**src/rtl/hp48_bus_ctrl.sv**
```systemverilog
// hp48_bus_ctrl
// Bus master sequencer for the HP48 nibble bus. It sits directly upstream of
// the daisy-chained bus devices (system RAM, I/O RAM, ROM).
// A CPU-side request for 1..MAX_NIB nibbles becomes:
//    - one LOAD_PC/LOAD_DP carrying the start address, then
//    - a burst of PC/DP READ or WRITE commands.
// The sequencer also issues single CONFIGURE and RESET commands for
// daisy-chain setup.
// All outputs come straight from flops. Each output's next value is computed
// from the next state, so what appears on the bus in a cycle always matches
// the state held in that cycle.

module hp48_bus_ctrl #(
   parameter  int ADDR_W  = 20,
   parameter  int MAX_NIB = 16,
   localparam int LEN_W   = (MAX_NIB > 1) ? $clog2(MAX_NIB) : 1,
   localparam int DATA_W  = 4 * MAX_NIB
) (
   input  logic              strobe,
   input  logic              reset,
   input  logic              req_valid,
   output logic              req_ready,
   input  logic              req_write,
   input  logic              req_use_pc,
   input  logic [ADDR_W-1:0] req_addr,
   input  logic [LEN_W-1:0]  req_len,
   input  logic [DATA_W-1:0] wr_data,
   output logic [DATA_W-1:0] rd_data,
   output logic              done,
   output logic              error,
   input  logic              cfg_valid,
   input  logic [ADDR_W-1:0] cfg_addr,
   input  logic              bus_reset_req,
   output logic [ADDR_W-1:0] bus_address,
   output logic [3:0]        bus_command,
   output logic [3:0]        bus_nibble_out,
   input  logic [3:0]        bus_nibble_in,
   input  logic              bus_active
);

   // Bus command codes (same values as the BUSCMD_* macros of the bus devices)
   localparam logic [3:0] BUSCMD_NOP       = 4'h0;
   localparam logic [3:0] BUSCMD_PC_READ   = 4'h1;
   localparam logic [3:0] BUSCMD_DP_READ   = 4'h2;
   localparam logic [3:0] BUSCMD_PC_WRITE  = 4'h3;
   localparam logic [3:0] BUSCMD_DP_WRITE  = 4'h4;
   localparam logic [3:0] BUSCMD_LOAD_PC   = 4'h5;
   localparam logic [3:0] BUSCMD_LOAD_DP   = 4'h6;
   localparam logic [3:0] BUSCMD_CONFIGURE = 4'h7;
   localparam logic [3:0] BUSCMD_RESET     = 4'hF;

   localparam logic [LEN_W-1:0] IDX_ONE = LEN_W'(1);

   typedef enum logic [2:0] {
      ST_IDLE  = 3'd0,
      ST_LOAD  = 3'd1,
      ST_XFER  = 3'd2,
      ST_DRAIN = 3'd3,
      ST_FIN   = 3'd4,
      ST_CFG   = 3'd5,
      ST_RST   = 3'd6
   } state_t;

   state_t state_q, state_d;

   // Latched request
   logic [ADDR_W-1:0] addr_q, addr_d;
   logic [LEN_W-1:0]  len_q, len_d;
   logic              write_q, write_d;
   logic              use_pc_q, use_pc_d;
   logic [DATA_W-1:0] wdata_q, wdata_d;

   // Burst progress and read pipeline
   logic [LEN_W-1:0]  idx_q, idx_d;
   logic              cap_pend_q, cap_pend_d;
   logic [LEN_W-1:0]  cap_idx_q, cap_idx_d;

   // Registered outputs
   logic [DATA_W-1:0] rd_data_q, rd_data_d;
   logic              done_q, done_d;
   logic              error_q, error_d;
   logic              ready_q, ready_d;
   logic [3:0]        cmd_q, cmd_d;
   logic [ADDR_W-1:0] baddr_q, baddr_d;
   logic [3:0]        nib_out_q, nib_out_d;

   logic accept_s;
   logic last_s;

   // A request is taken only from IDLE and only when no RESET/CONFIGURE is pending
   assign accept_s = (state_q == ST_IDLE) && !bus_reset_req && !cfg_valid && req_valid;
   // Current XFER cycle carries the final nibble of the burst
   assign last_s   = (idx_q == len_q);

   // State register
   always_ff @(posedge strobe) begin
      if (reset) begin
         state_q <= ST_IDLE;
      end else begin
         state_q <= state_d;
      end
   end

   // Next-state logic: RESET beats CONFIGURE beats a transfer; a missing responder ends the burst early
   always_comb begin
      state_d = state_q;
      case (state_q)
         ST_IDLE: begin
            if (bus_reset_req) begin
               state_d = ST_RST;
            end else if (cfg_valid) begin
               state_d = ST_CFG;
            end else if (accept_s) begin
               state_d = ST_LOAD;
            end else begin
               state_d = ST_IDLE;
            end
         end
         ST_RST:   state_d = ST_IDLE;
         ST_CFG:   state_d = ST_IDLE;
         ST_LOAD:  state_d = ST_XFER;
         ST_XFER: begin
            if (!bus_active || last_s) begin
               state_d = write_q ? ST_FIN : ST_DRAIN;
            end else begin
               state_d = ST_XFER;
            end
         end
         ST_DRAIN: state_d = ST_FIN;
         ST_FIN:   state_d = ST_IDLE;
         default:  state_d = ST_IDLE;
      endcase
   end

   // Request latch, nibble index, sticky error and read-data capture
   always_comb begin
      addr_d     = addr_q;
      len_d      = len_q;
      write_d    = write_q;
      use_pc_d   = use_pc_q;
      wdata_d    = wdata_q;
      idx_d      = idx_q;
      error_d    = error_q;
      rd_data_d  = rd_data_q;
      cap_pend_d = 1'b0;
      cap_idx_d  = idx_q;

      if (accept_s) begin
         addr_d    = req_addr;
         len_d     = req_len;
         write_d   = req_write;
         use_pc_d  = req_use_pc;
         wdata_d   = wr_data;
         idx_d     = '0;
         error_d   = 1'b0;
         rd_data_d = '0;
      end else if (state_q == ST_XFER) begin
         if (!bus_active) begin
            // Nobody answered: flag it and do not expect a nibble for this cycle
            error_d = 1'b1;
         end else begin
            // The device registers its nibble now; it is captured one edge later
            cap_pend_d = !write_q;
            if (!last_s) begin
               idx_d = idx_q + IDX_ONE;
            end else begin
               idx_d = idx_q;
            end
         end
      end else begin
         idx_d = idx_q;
      end

      // Read nibble issued in the previous cycle is on bus_nibble_in now
      if (cap_pend_q) begin
         rd_data_d[{cap_idx_q, 2'b00} +: 4] = bus_nibble_in;
      end else begin
         rd_data_d = rd_data_d;
      end
   end

   // Bus-side outputs derived from the state being entered
   always_comb begin
      cmd_d     = BUSCMD_NOP;
      baddr_d   = '0;
      nib_out_d = 4'h0;
      done_d    = (state_d == ST_FIN);
      ready_d   = (state_d == ST_IDLE);
      case (state_d)
         ST_RST: begin
            cmd_d   = BUSCMD_RESET;
            baddr_d = '0;
         end
         ST_CFG: begin
            cmd_d   = BUSCMD_CONFIGURE;
            baddr_d = cfg_addr;
         end
         ST_LOAD: begin
            cmd_d   = use_pc_d ? BUSCMD_LOAD_PC : BUSCMD_LOAD_DP;
            baddr_d = addr_d;
         end
         ST_XFER: begin
            baddr_d = addr_d;
            if (write_d) begin
               cmd_d     = use_pc_d ? BUSCMD_PC_WRITE : BUSCMD_DP_WRITE;
               nib_out_d = wdata_d[{idx_d, 2'b00} +: 4];
            end else begin
               cmd_d     = use_pc_d ? BUSCMD_PC_READ : BUSCMD_DP_READ;
               nib_out_d = 4'h0;
            end
         end
         default: begin
            cmd_d     = BUSCMD_NOP;
            baddr_d   = '0;
            nib_out_d = 4'h0;
         end
      endcase
   end

   // Datapath and output registers
   always_ff @(posedge strobe) begin
      if (reset) begin
         addr_q     <= '0;
         len_q      <= '0;
         write_q    <= 1'b0;
         use_pc_q   <= 1'b0;
         wdata_q    <= '0;
         idx_q      <= '0;
         cap_pend_q <= 1'b0;
         cap_idx_q  <= '0;
         rd_data_q  <= '0;
         done_q     <= 1'b0;
         error_q    <= 1'b0;
         ready_q    <= 1'b1;
         cmd_q      <= BUSCMD_NOP;
         baddr_q    <= '0;
         nib_out_q  <= 4'h0;
      end else begin
         addr_q     <= addr_d;
         len_q      <= len_d;
         write_q    <= write_d;
         use_pc_q   <= use_pc_d;
         wdata_q    <= wdata_d;
         idx_q      <= idx_d;
         cap_pend_q <= cap_pend_d;
         cap_idx_q  <= cap_idx_d;
         rd_data_q  <= rd_data_d;
         done_q     <= done_d;
         error_q    <= error_d;
         ready_q    <= ready_d;
         cmd_q      <= cmd_d;
         baddr_q    <= baddr_d;
         nib_out_q  <= nib_out_d;
      end
   end

   assign req_ready      = ready_q;
   assign rd_data        = rd_data_q;
   assign done           = done_q;
   assign error          = error_q;
   assign bus_command    = cmd_q;
   assign bus_address    = baddr_q;
   assign bus_nibble_out = nib_out_q;

endmodule

```
**config.mk**
```make
export PLATFORM = sky130hd
export DESIGN_NAME = hp48_bus_ctrl
export DESIGN_NICKNAME = d
export VERILOG_FILES = /design/src/rtl/hp48_bus_ctrl.sv
export SDC_FILE = /design/constraint.sdc
export NUM_CORES = 1
export LEC_CHECK = 0
export BUFFER_PORTS_ARGS = -buffer_cell sky130_fd_sc_hd__buf_2
export CORE_MARGIN = 1.5
export CORE_UTILIZATION = 30
export DETAILED_ROUTE_END_ITERATION = 8
export PLACE_DENSITY = 0.63
export RECOVER_POWER = 100
export SLEW_MARGIN = 20
export SYNTH_ARGS = -nofsm -noshare
export SYNTH_HDL_FRONTEND = slang
export SYNTH_SLANG_ARGS = --single-unit
```
**constraint.sdc**
```tcl
create_clock -name strobe -period 2.49 [get_ports strobe]
set_clock_uncertainty 0.2 [all_clocks]
set_input_delay 0.249 -clock strobe [delete_from_list [all_inputs] [get_ports strobe]]
set_output_delay 0.249 -clock strobe [all_outputs]
set_load 0.1 [all_outputs]
```
==> results of run 1 <==
==> cells by family after synthesis <==
kind of cell               after synthesis  synth area share
and+or+nand+nor                        435             0.233
muxes                                   36            0.0454
DFF                                    197             0.490
xor gates and xnor gates                 7           0.00995
adders and majority gates                3           0.00467
buffers and inverters                   78            0.0426
AOI/OAI and AO/OA                      243             0.174
==> worst max-delay path by stage <==
stage                            start  depth (start not counted)           endpoint  slack [ns]
final                         len_q[0]                          9  bus_nibble_out[1]       -0.01
after global routing          len_q[0]                          9  bus_nibble_out[3]       -0.12
after CTS                     len_q[1]                          9  bus_nibble_out[3]       -0.04
after detailed placement      len_q[1]                          7  bus_nibble_out[1]       -0.31
after global placement        len_q[1]                          8  bus_nibble_out[1]       -0.15
after floorplan           cap_idx_d[1]                         10  bus_nibble_out[0]       -0.08
==> per-stage QoR <==
stage / util / TNS, ns / hold slack, ns / area, sq um / setup slack (ns)
global route: 0.443 / -1.21 / 0.00989 / 11600 / -0.117
finish: 0.443 / -0.0218 / 0.0389 / 11600 / -0.0125
floorplan: - / -0.306 / 0.182 / 8050 / -0.0801
global placement: 0.367 / -0.484 / 0.245 / 9630 / -0.145
CTS: 0.437 / -0.113 / 0.00715 / 11400 / -0.0435
detailed placement: 0.367 / -0.867 / 0.249 / 9630 / -0.305
==> layer usage <==
metal  share of wire  wire length (microns)  up-vias
met4           0.013                    329        0
met2            0.49                  12200      207
met5               0                      0        -
met3           0.040                   1010       26
met1            0.46                  11500     3758
li1                -                      -     4085
==> sequential cells by signal, summed over array words and instances (netlist names), 3 cells and up <==
signal,flops
cap_idx_d,4
rd_data,64
cap_idx_q,4
wdata_q,64
bus_nibble_out,4
bus_address,20
addr_q,20
state_q,3
bus_command,4
len_q,4
==> layout make-up <==
| type | count | area, sq um |
|---|---|---|
| clock buffer | 18 | 439 |
| clock inverter | 14 | 163 |
| fill | 2592 | 14600 |
| inverter | 6 | 22.5 |
| multi-input combinational | 724 | 3990 |
| sequential | 197 | 3950 |
| tap | 335 | 419 |
| timing repair buffer | 386 | 2630 |
==> power by group through the flow <==
stage	clock network, uW	logic, uW	registers (uW)
detailed placement	0	998	3380
finish	2810	1170	3310
global route	3010	1260	3320
global placement	0	993	3370
floorplan	0	392	3650
CTS	2880	1150	3300
==> Yosys cell counts (6+ instances only) <==
master,number,area share
nand2_1,248,0.12
dfxtp_1,197,0.49
a21oi_1,159,0.099
nand3_1,74,0.046
clkbuf_1,60,0.028
nor2_1,55,0.026
mux2i_1,32,0.040
o21ai_0,21,0.013
a22o_1,20,0.022
o22ai_1,12,0.0093
and3_1,10,0.0078
nand2b_1,10,0.0078
nor3_1,10,0.0062
nor2b_1,7,0.0054
inv_1,6,0.0028
xor2_1,6,0.0065
==> repair_timing <==
action | in CTS | in global routing
resized for setup | 9 | 52
setup buffers | 3 | 3
endpoints found under the setup margin | 4 | 62
pin swaps | 2 | 7
gates cloned | 0 | 2
endpoints found under the hold margin | 118 | 0
hold buffers | 114 | 0
==> tightest hold or removal path, delay by kind of cell <==
kind                   cells  cell delay, ns
multiplexers               1            0.07
buffers and inverters      2            0.22
AND/OR/NAND/NOR            1            0.09
==> run metrics, run 1 <==
Worst-path clk slew approximately 0.080 ns; Initial DRC Count around 500; GRT Util Overall 0.177; met3 Usage GRT 0.0345; Worst path slowest cell o41a_4; Worst Hold Class input port to register; unrepaired setup endpoints after global routing yes; CP endpoint kind register; grt peak-use layer met2; WP buf/inv 2; TritonCTS buffer count 17; Synth cell types 48; r2r startpoint len_q[0]; Post-DP HPWL around 17 mm; Worst Reg-to-Reg Cells 9; Worst Path Max Fanout 13; H-tree depth 4; Vias ~8100; hold_sp req_use_pc; r2r setup slk -0.01 ns; Final min period about 2.5 ns; Max IR drop VDD 0.468 mV; worst setup margin -0.0125 ns; status finished with violations; Pleak approximately 0.0044 uW; Seq/Total Area, Yosys 0.490; Clk network pwr share 0.385; synthesis-to-layout area growth 44.2%; total grt overflow 0; fraction of registers with async set/reset 0; top_reg_cell synth dfxtp_1; Routability Congestion roughly 0.81; failing checks DRC, setup timing; Layout Nets between 1000 and 1500; clk_lat worst skew 0.43 ns; DR vias/cell 4.81; DRC viols 17; Root Driver clkbuf_16; Starting Density 0.307; Max transition margin 0.143; Comb pwr share 0.161; most common cell after layout, fill and taps aside nand2_1; WS Path Type register to register; fin. max-slew vios 0; Port-buffer cells between 200 and 250; Die Y-Extent 167 microns; routed len/inst approximately 15 microns; CP Cell Sequence xor2_2, o41a_4, xnor2_4, buf_12, buf_12, mux2i_1, o22ai_1, nor2_1, a211oi_1; Fin. Hold Viols 0; Worst-Margin Slew ~1.3 ns; diode count 0; Worst Setup Start Kind register; Internal 5140 uW; synthesized area between 8000 and 9000 sq um; die width approximately 170 microns; TritonCTS clock tree done; Routed WL about 25 mm; FF+latch count, synth between 150 and 200; max-cap violations 0; switching power total roughly 2200 uW; Sw Ratio 0.295; antenna violations before repair 0; largest net degree at the start of global routing between 70 and 80; instance count of the mapped netlist ~1000; Routed Antenna Nets 0; Inst Count DP roughly 1500; non-filler cells, final roughly 1700; CP delay by family, top compound AO/OA/AOI/OAI gates; CTS Sinks 197; Worst Path Required 2.61 ns; part of the cycle the worst path needs 1.01; met2 Usage GRT 0.311; iteration count of the initial detailed-routing pass 9; Syn. warnings 0; Fmax roughly 400 MHz; part of the power in registers 0.454; Avg Cell Area, Syn ~8.1 sq um; IO Pins approximately 220; global-route wire length before repair approximately 40 mm; layout cell share with drive strength beyond 1 0.184; WHS Endpoint use_pc_q; Design Power about 7300 uW; final setup fails 2; commonest cells after routing, fill and taps aside nand2_1, dfxtp_1, a21oi_1; met1 usage 0.225; Post-synth EDFFs 0; row count 59; vias in the first global route slightly below 8000; core area between 20000 and 30000 sq um; Critical Path Max Stage Delay about 0.57 ns; RR Endpoint bus_nibble_out[1]; Critical Path AT between 2 and 3 ns; P per Cell Area ~630 nW/um^2; Crit path top cell by count buf_12; Synth Net Count 1122; Clock Path Buffers 2; Min-Delay Path Depth 4; die area between 20000 and 30000 sq um
Power figures use the tool's default switching activity.
==> run 2: changes to the inputs <==
==> constraint.sdc (replaced) <==
create_clock -name strobe -period 2.12 [get_ports strobe]
set_clock_uncertainty 0.2 [all_clocks]
set_input_delay 0.212 -clock strobe [delete_from_list [all_inputs] [get_ports strobe]]
set_output_delay 0.212 -clock strobe [all_outputs]
set_load 0.1 [all_outputs]
==> run 2 against run 1 <==
Non-clock buffer count up 46. Critical path type unchanged. Clock power up 14%. Via count up 2.6%. Sequential power up 17%. Flip-flop and latch count unchanged. First-iteration DRC count unchanged. The run still ends with DRC, setup timing left. Global-route usage up 0.14 points. Critical endpoint unchanged. Highest routed layer unchanged.
==> run metrics, run 2 (same netlist as run 1, synthesis figures left out) <==
unrepaired setup endpoints after global routing yes; CP endpoint bus_nibble_out[1]; CP Launch Point len_q[1]; Final min period 2.56 ns (+0.0529 ns); Initial DRC Count 506 (unchanged); pre-CTS setup slack -0.406 ns (-0.100 ns); Worst Setup Start Kind register; CP Cell Sequence xor2_1, o41a_1, buf_12, xnor2_4, buf_12, buf_12, mux2i_2, o22ai_2, a2111oi_4, a211oi_2; routed len/inst 14.7 microns (-1.2%); TritonCTS buffer count 17 (unchanged); most common cell after layout, fill and taps aside nand2_1; die area 27800 sq um (unchanged); RR Endpoint bus_nibble_out[1]; Sw Ratio 0.293 (-0.00280); max-cap violations 0 (unchanged); worst setup margin -0.435 ns (-0.423 ns); Clock Path Buffers 2 (unchanged); Levels on crit path 10 (+1); status finished with violations; Finished Cell Area 12200 sq um (+5.0%); Comb pwr share 0.173 (+0.012); CTS Sinks 197 (unchanged); Routability Congestion 0.835 (+2.6%); Root Driver clkbuf_16; failing checks DRC, setup timing; Max IR drop VDD 0.442 mV (-5.4%); Crit path top cell by count buf_12; final setup fails 30 (+28); H-tree depth 4 (unchanged); total grt overflow 0 (unchanged); Critical Path AT 2.68 ns (+0.06 ns); P per Cell Area 704 nW/um^2 (+12%); vias in the first global route 7811 (-0.66%); WS Path Type register to register; area post-placement 9990 sq um (+3.8%); Starting Density 0.307 (unchanged); Vias 8286 (+2.6%); Worst Path Required 2.25 ns (-0.36 ns); Die Y-Extent 167 microns (unchanged); Worst Reg-to-Reg Cells 10 (+1); largest net degree at the start of global routing 47 (-37%); Worst Path Max Fanout 7 (-6); GRT Util Overall 0.179 (+0.00142); Max transition margin 0.433 (+0.290); layout cell share with drive strength beyond 1 0.298 (+0.114); setup TNS -7.16 ns (-7.14 ns); Worst path slowest cell o41a_1; IO Pins 215 (unchanged); r2r startpoint len_q[1]; WP buf/inv 3 (+1); Worst Hold Class input port to register; Layout Nets 1501 (+3.2%); switching power total 2510 uW (+17%); r2r setup slk -0.44 ns (-0.42 ns); core area 26200 sq um (unchanged); Worst-Margin Slew 0.850 ns (-0.441 ns); part of the power in registers 0.452 (-0.002); fin. max-slew vios 0 (unchanged); part of the cycle the worst path needs 1.21 (+0.200); Critical Path Max Stage Delay 0.46 ns (-0.11 ns); Filler Cells Inserted 2519 (-2.8%); iteration count of the initial detailed-routing pass 7 (-2); TritonCTS clock tree done; row count 59 (unchanged); antenna violations before repair 1 (+1); Routed Antenna Nets 0 (unchanged); DR vias/cell 4.80 (-0.19%); Post-DP HPWL 16.9 mm (+2.0%); global-route wire length before repair 40.1 mm (+0.75%); commonest cells after routing, fill and taps aside nand2_1, dfxtp_1, a21oi_1; clk_lat worst skew 0.44 ns (about the same); WHS 0.0264 ns (-0.0125 ns); DRC viols 16 (-1); Fmax 391 MHz (-2.1%); Pleak 0.00495 uW (+12%); CP delay by family, top compound AO/OA/AOI/OAI gates; footprint of the multi-input gates 4090 sq um (+2.5%); Fin. Hold Viols 0 (unchanged); Routed WL 25.4 mm (+1.6%); CP endpoint kind register; Worst-path clk slew 0.08 ns (about the same); synthesis-to-layout area growth 51.4%; die width 167 microns (unchanged); Internal 6070 uW (+18%); Clk network pwr share 0.374 (-0.011); Port-buffer cells 214 (unchanged); register area 3960 sq um (+0.19%)
## run 2: changes by cell type in the layout (fill, tap and decap cells not counted), sizes merged
cell         previous run  this run
clkinv                  5         3
buf                   171       217
inv                    12        11
clkinvlp                2         5
dlygate4sd3           114       117
clkbuf                119       116
diode                   0         1
## run 2: worst min path at each step
stage                startpoint         endpoint  slack, ns  depth (start not counted)
2_1_floorplan       cfg_addr[0]   bus_address[0]       0.14                          1
3_3_place_gp       cfg_addr[15]  bus_address[15]       0.23                          2
3_5_place_dp        cfg_addr[1]   bus_address[1]       0.23                          2
4_1_cts        bus_nibble_in[3]      rd_data[23]      0.002                          3
5_1_grt        bus_nibble_in[3]      rd_data[23]      0.009                          3
6_report       bus_nibble_in[3]      rd_data[51]       0.03                          3
## run 2: stage by stage
| stage | total power, uW | cells | util |
|---|---|---|---|
| after floorplan | 4750 | 999 | - |
| after global placement | 5200 | 1560 | 0.381 |
| after detailed placement | 5210 | 1560 | 0.381 |
| after CTS | 8610 | 1710 | 0.451 |
| after global routing | 8930 | 1727 | 0.465 |
| final | 8580 | 1727 | 0.465 |
## run 2: layer usage
| layer | vias to the layer above | track usage | part of all wire |
|---|---|---|---|
| li1 | 4183 | - | - |
| met4 | 0 | 0.0577 | 0.017 |
| met3 | 30 | 0.0304 | 0.046 |
| met5 | - | 0 | 0 |
| met2 | 231 | 0.308 | 0.49 |
| met1 | 3842 | 0.227 | 0.44 |
## run 2: worst reg2reg max path: cells and delay by family (launching register included)
family	cells	cell delay (ns)
flops	1	0.33
buf+inv	3	0.43
compound gates	4	0.94
mux	1	0.24
xor+xnor	2	0.32
## run 2: what timing repair did
item                                    4_1_cts  5_1_grt
buffers inserted                              1       16
pin swaps                                     3       20
hold buffers                                117        0
hold endpoints to repair                    145        0
gates resized for setup                      23       61
endpoints found under the setup margin       87      130
## run 2: final cells by class
class,instances,area share
Timing Repair Buffer,432,0.256
Inverter,6,0.00185
Sequential cell,197,0.325
Clock buffer,18,0.0352
Clock inverter,14,0.0120
Multi-Input combinational cell,724,0.335
Tap cell,335,0.0344
Antenna cell,1,0.000205
## run 2: power by group through the flow
stage | sequential (uW) | clock (uW) | combinational, uW
floorplan | 4290 | 0 | 464
global placement | 3960 | 0 | 1240
detailed placement | 3970 | 0 | 1250
CTS | 3880 | 3300 | 1430
global route | 3900 | 3440 | 1600
finish | 3880 | 3210 | 1490
==> run 3: changes to the inputs <==
--- a/config.mk
+++ b/config.mk
@@ -6,10 +6,12 @@
 export NUM_CORES = 1
 export LEC_CHECK = 0
 export BUFFER_PORTS_ARGS = -buffer_cell sky130_fd_sc_hd__buf_2
+export CELL_PAD_IN_SITES_DETAIL_PLACEMENT = 1
+export CELL_PAD_IN_SITES_GLOBAL_PLACEMENT = 2
 export CORE_MARGIN = 1.5
-export CORE_UTILIZATION = 30
+export CORE_UTILIZATION = 27
 export DETAILED_ROUTE_END_ITERATION = 8
-export PLACE_DENSITY = 0.63
+export PLACE_DENSITY = 0.87
 export RECOVER_POWER = 100
 export SLEW_MARGIN = 20
 export SYNTH_ARGS = -nofsm -noshare
==> run 3 against run 2 <==
The run ends with setup timing left. First-iteration DRC count is 17% lower. Clock power grew 7.2%. Sequential share of layout area fell by 0.97 points. Die area up 11%. Critical path depth did not move. Count of clock-buffer cells in the layout did not move. Cell count grew 3.8%. Non-clock buffer count increased by 10. Sequential power is essentially flat. Cell area grew 3.2%. Critical path type unchanged. Largest power group unchanged. Highest routed layer unchanged.
==> run metrics, run 3 (same netlist as run 1, synthesis figures left out) <==
row count 63 (+6.8%); Design Power 8990 uW (+4.8%); Max IR drop VDD 0.487 mV (+10%); Initial DRC Count 418 (-17%); antenna violations before repair 1 (unchanged); Final Core Density 0.427 (-0.0383); most common cell after layout, fill and taps aside nand2_1; TritonCTS buffer count 17 (unchanged); synthesis-to-layout area growth 56.3%; status finished with violations; Worst-Margin Slew 0.595 ns (-0.255 ns); Clock Path Buffers 2 (unchanged); Finished Cell Area 12600 sq um (+3.2%); Critical Path AT 2.74 ns (+0.06 ns); DR vias/cell 4.81 (+0.32%); WHS 0.0258 ns (-0.000669 ns); fin. max-slew vios 0 (unchanged); Final min period 2.62 ns (+0.0688 ns); IO Pins 215 (unchanged); Fmax 381 MHz (-2.6%); largest net degree at the start of global routing 76 (+62%); commonest cells after routing, fill and taps aside nand2_1, buf_2, dfxtp_1; part of the cycle the worst path needs 1.24 (+0.0324); max-cap violations 0 (unchanged); Worst Hold Class input port to register; clk_lat worst skew 0.45 ns (about the same); routed len/inst 17.0 microns (+15%); layout cell share with drive strength beyond 1 0.315 (+0.0164); die area 30800 sq um (+11%); Pleak 0.00519 uW (+4.9%); P per Cell Area 715 nW/um^2 (+1.5%); iteration count of the initial detailed-routing pass 7 (unchanged); final setup fails 32 (+6.7%); die width 176 microns (+5.3%); Worst-path clk slew 0.08 ns (about the same); CTS Sinks 197 (unchanged); global-route wire length before repair 45.8 mm (+14%); Die Y-Extent 176 microns (+5.3%); Worst Path Max Fanout 7 (unchanged); Post-DP HPWL 19.2 mm (+14%); TritonCTS clock tree done; worst setup margin -0.504 ns (-0.0688 ns); Fin. Hold Viols 0 (unchanged); CP endpoint kind register; H-tree depth 4 (unchanged); WS Path Type register to register; Vias 8625 (+4.1%); Worst Path Required 2.23 ns (-0.02 ns); DRC viols 0 (-16); area post-placement 10000 sq um (+0.31%); Layout Nets 1511 (+0.67%); total grt overflow 0 (unchanged); failing checks setup timing; Routed Antenna Nets 0 (unchanged); vias in the first global route 8739 (+12%); GRT Util Overall 0.188 (+0.00885); Starting Density 0.273 (-0.0341); Port-buffer cells 214 (unchanged); Max transition margin 0.600 (+0.167); Routability Congestion 0.771 (-7.6%); unrepaired setup endpoints after global routing yes; Worst Setup Start Kind register; Root Driver clkbuf_16; core area 29500 sq um (+12%); Routed WL 30.4 mm (+20%)
-- run 3: layout make-up --
class | instances | area [sq um]
clock inverter | 14 | 193
fill | 3523 | 16900
tap | 390 | 488
inverter | 6 | 22.5
timing repair buffer | 442 | 3340
clock buffer | 18 | 429
antenna | 1 | 2.50
multi-input combinational | 724 | 4140
sequential | 197 | 3960
-- run 3: layer usage --
layer | wire [microns] | vias to the layer above | GRT usage | part of all wire
li1 | - | 4206 | - | -
met3 | 1020 | 31 | 0.0307 | 0.034
met2 | 15700 | 200 | 0.341 | 0.52
met5 | 0 | - | 0 | 0
met1 | 13300 | 4188 | 0.226 | 0.44
met4 | 390 | 0 | 0.0520 | 0.013
-- run 3: metrics by stage --
step | TNS, ns | std cells | setup WS, ns
CTS | -5.94 | 1769 | -0.437
global route | -12.06 | 1792 | -0.647
finish | -7.92 | 1792 | -0.504
global placement | -4.25 | 1610 | -0.507
floorplan | -7.13 | 999 | -0.450
detailed placement | -6.07 | 1610 | -0.573
-- run 3: power breakdown --
part           switching (uW)  internal (uW)
Sequential               61.2           3820
Combinational             983            689
Clock                    1630           1810
-- run 3: worst paths after layout --
check,startpoint,to,slack [ns],cells after the start
max,len_q[1],bus_nibble_out[2],-0.50,10
min,reset,addr_q[11],0.03,2
max reg2reg,len_q[1],bus_nibble_out[2],-0.50,10
min reg2reg,wdata_q[24],wdata_q[24],0.26,2
-- run 3: worst max-delay path, stage by stage, from the launching register on --
cell       delay [ns]
dfxtp_2          0.34
xor2_2           0.17
o41a_1           0.43
buf_6            0.15
xnor2_4          0.20
buf_12           0.14
buf_12           0.12
mux2i_1          0.18
o22ai_1          0.09
a2111oi_1        0.41
a211oi_1         0.08
-- run 3: timing repair --
| item | CTS | global route |
|---|---|---|
| gates cloned | 4 | 2 |
| pin swaps | 7 | 29 |
| buffers inserted | 9 | 25 |
| hold buffers | 114 | 0 |
| setup endpoints to repair | 82 | 130 |
| hold endpoints to repair | 135 | 0 |
| resized for setup | 41 | 80 |
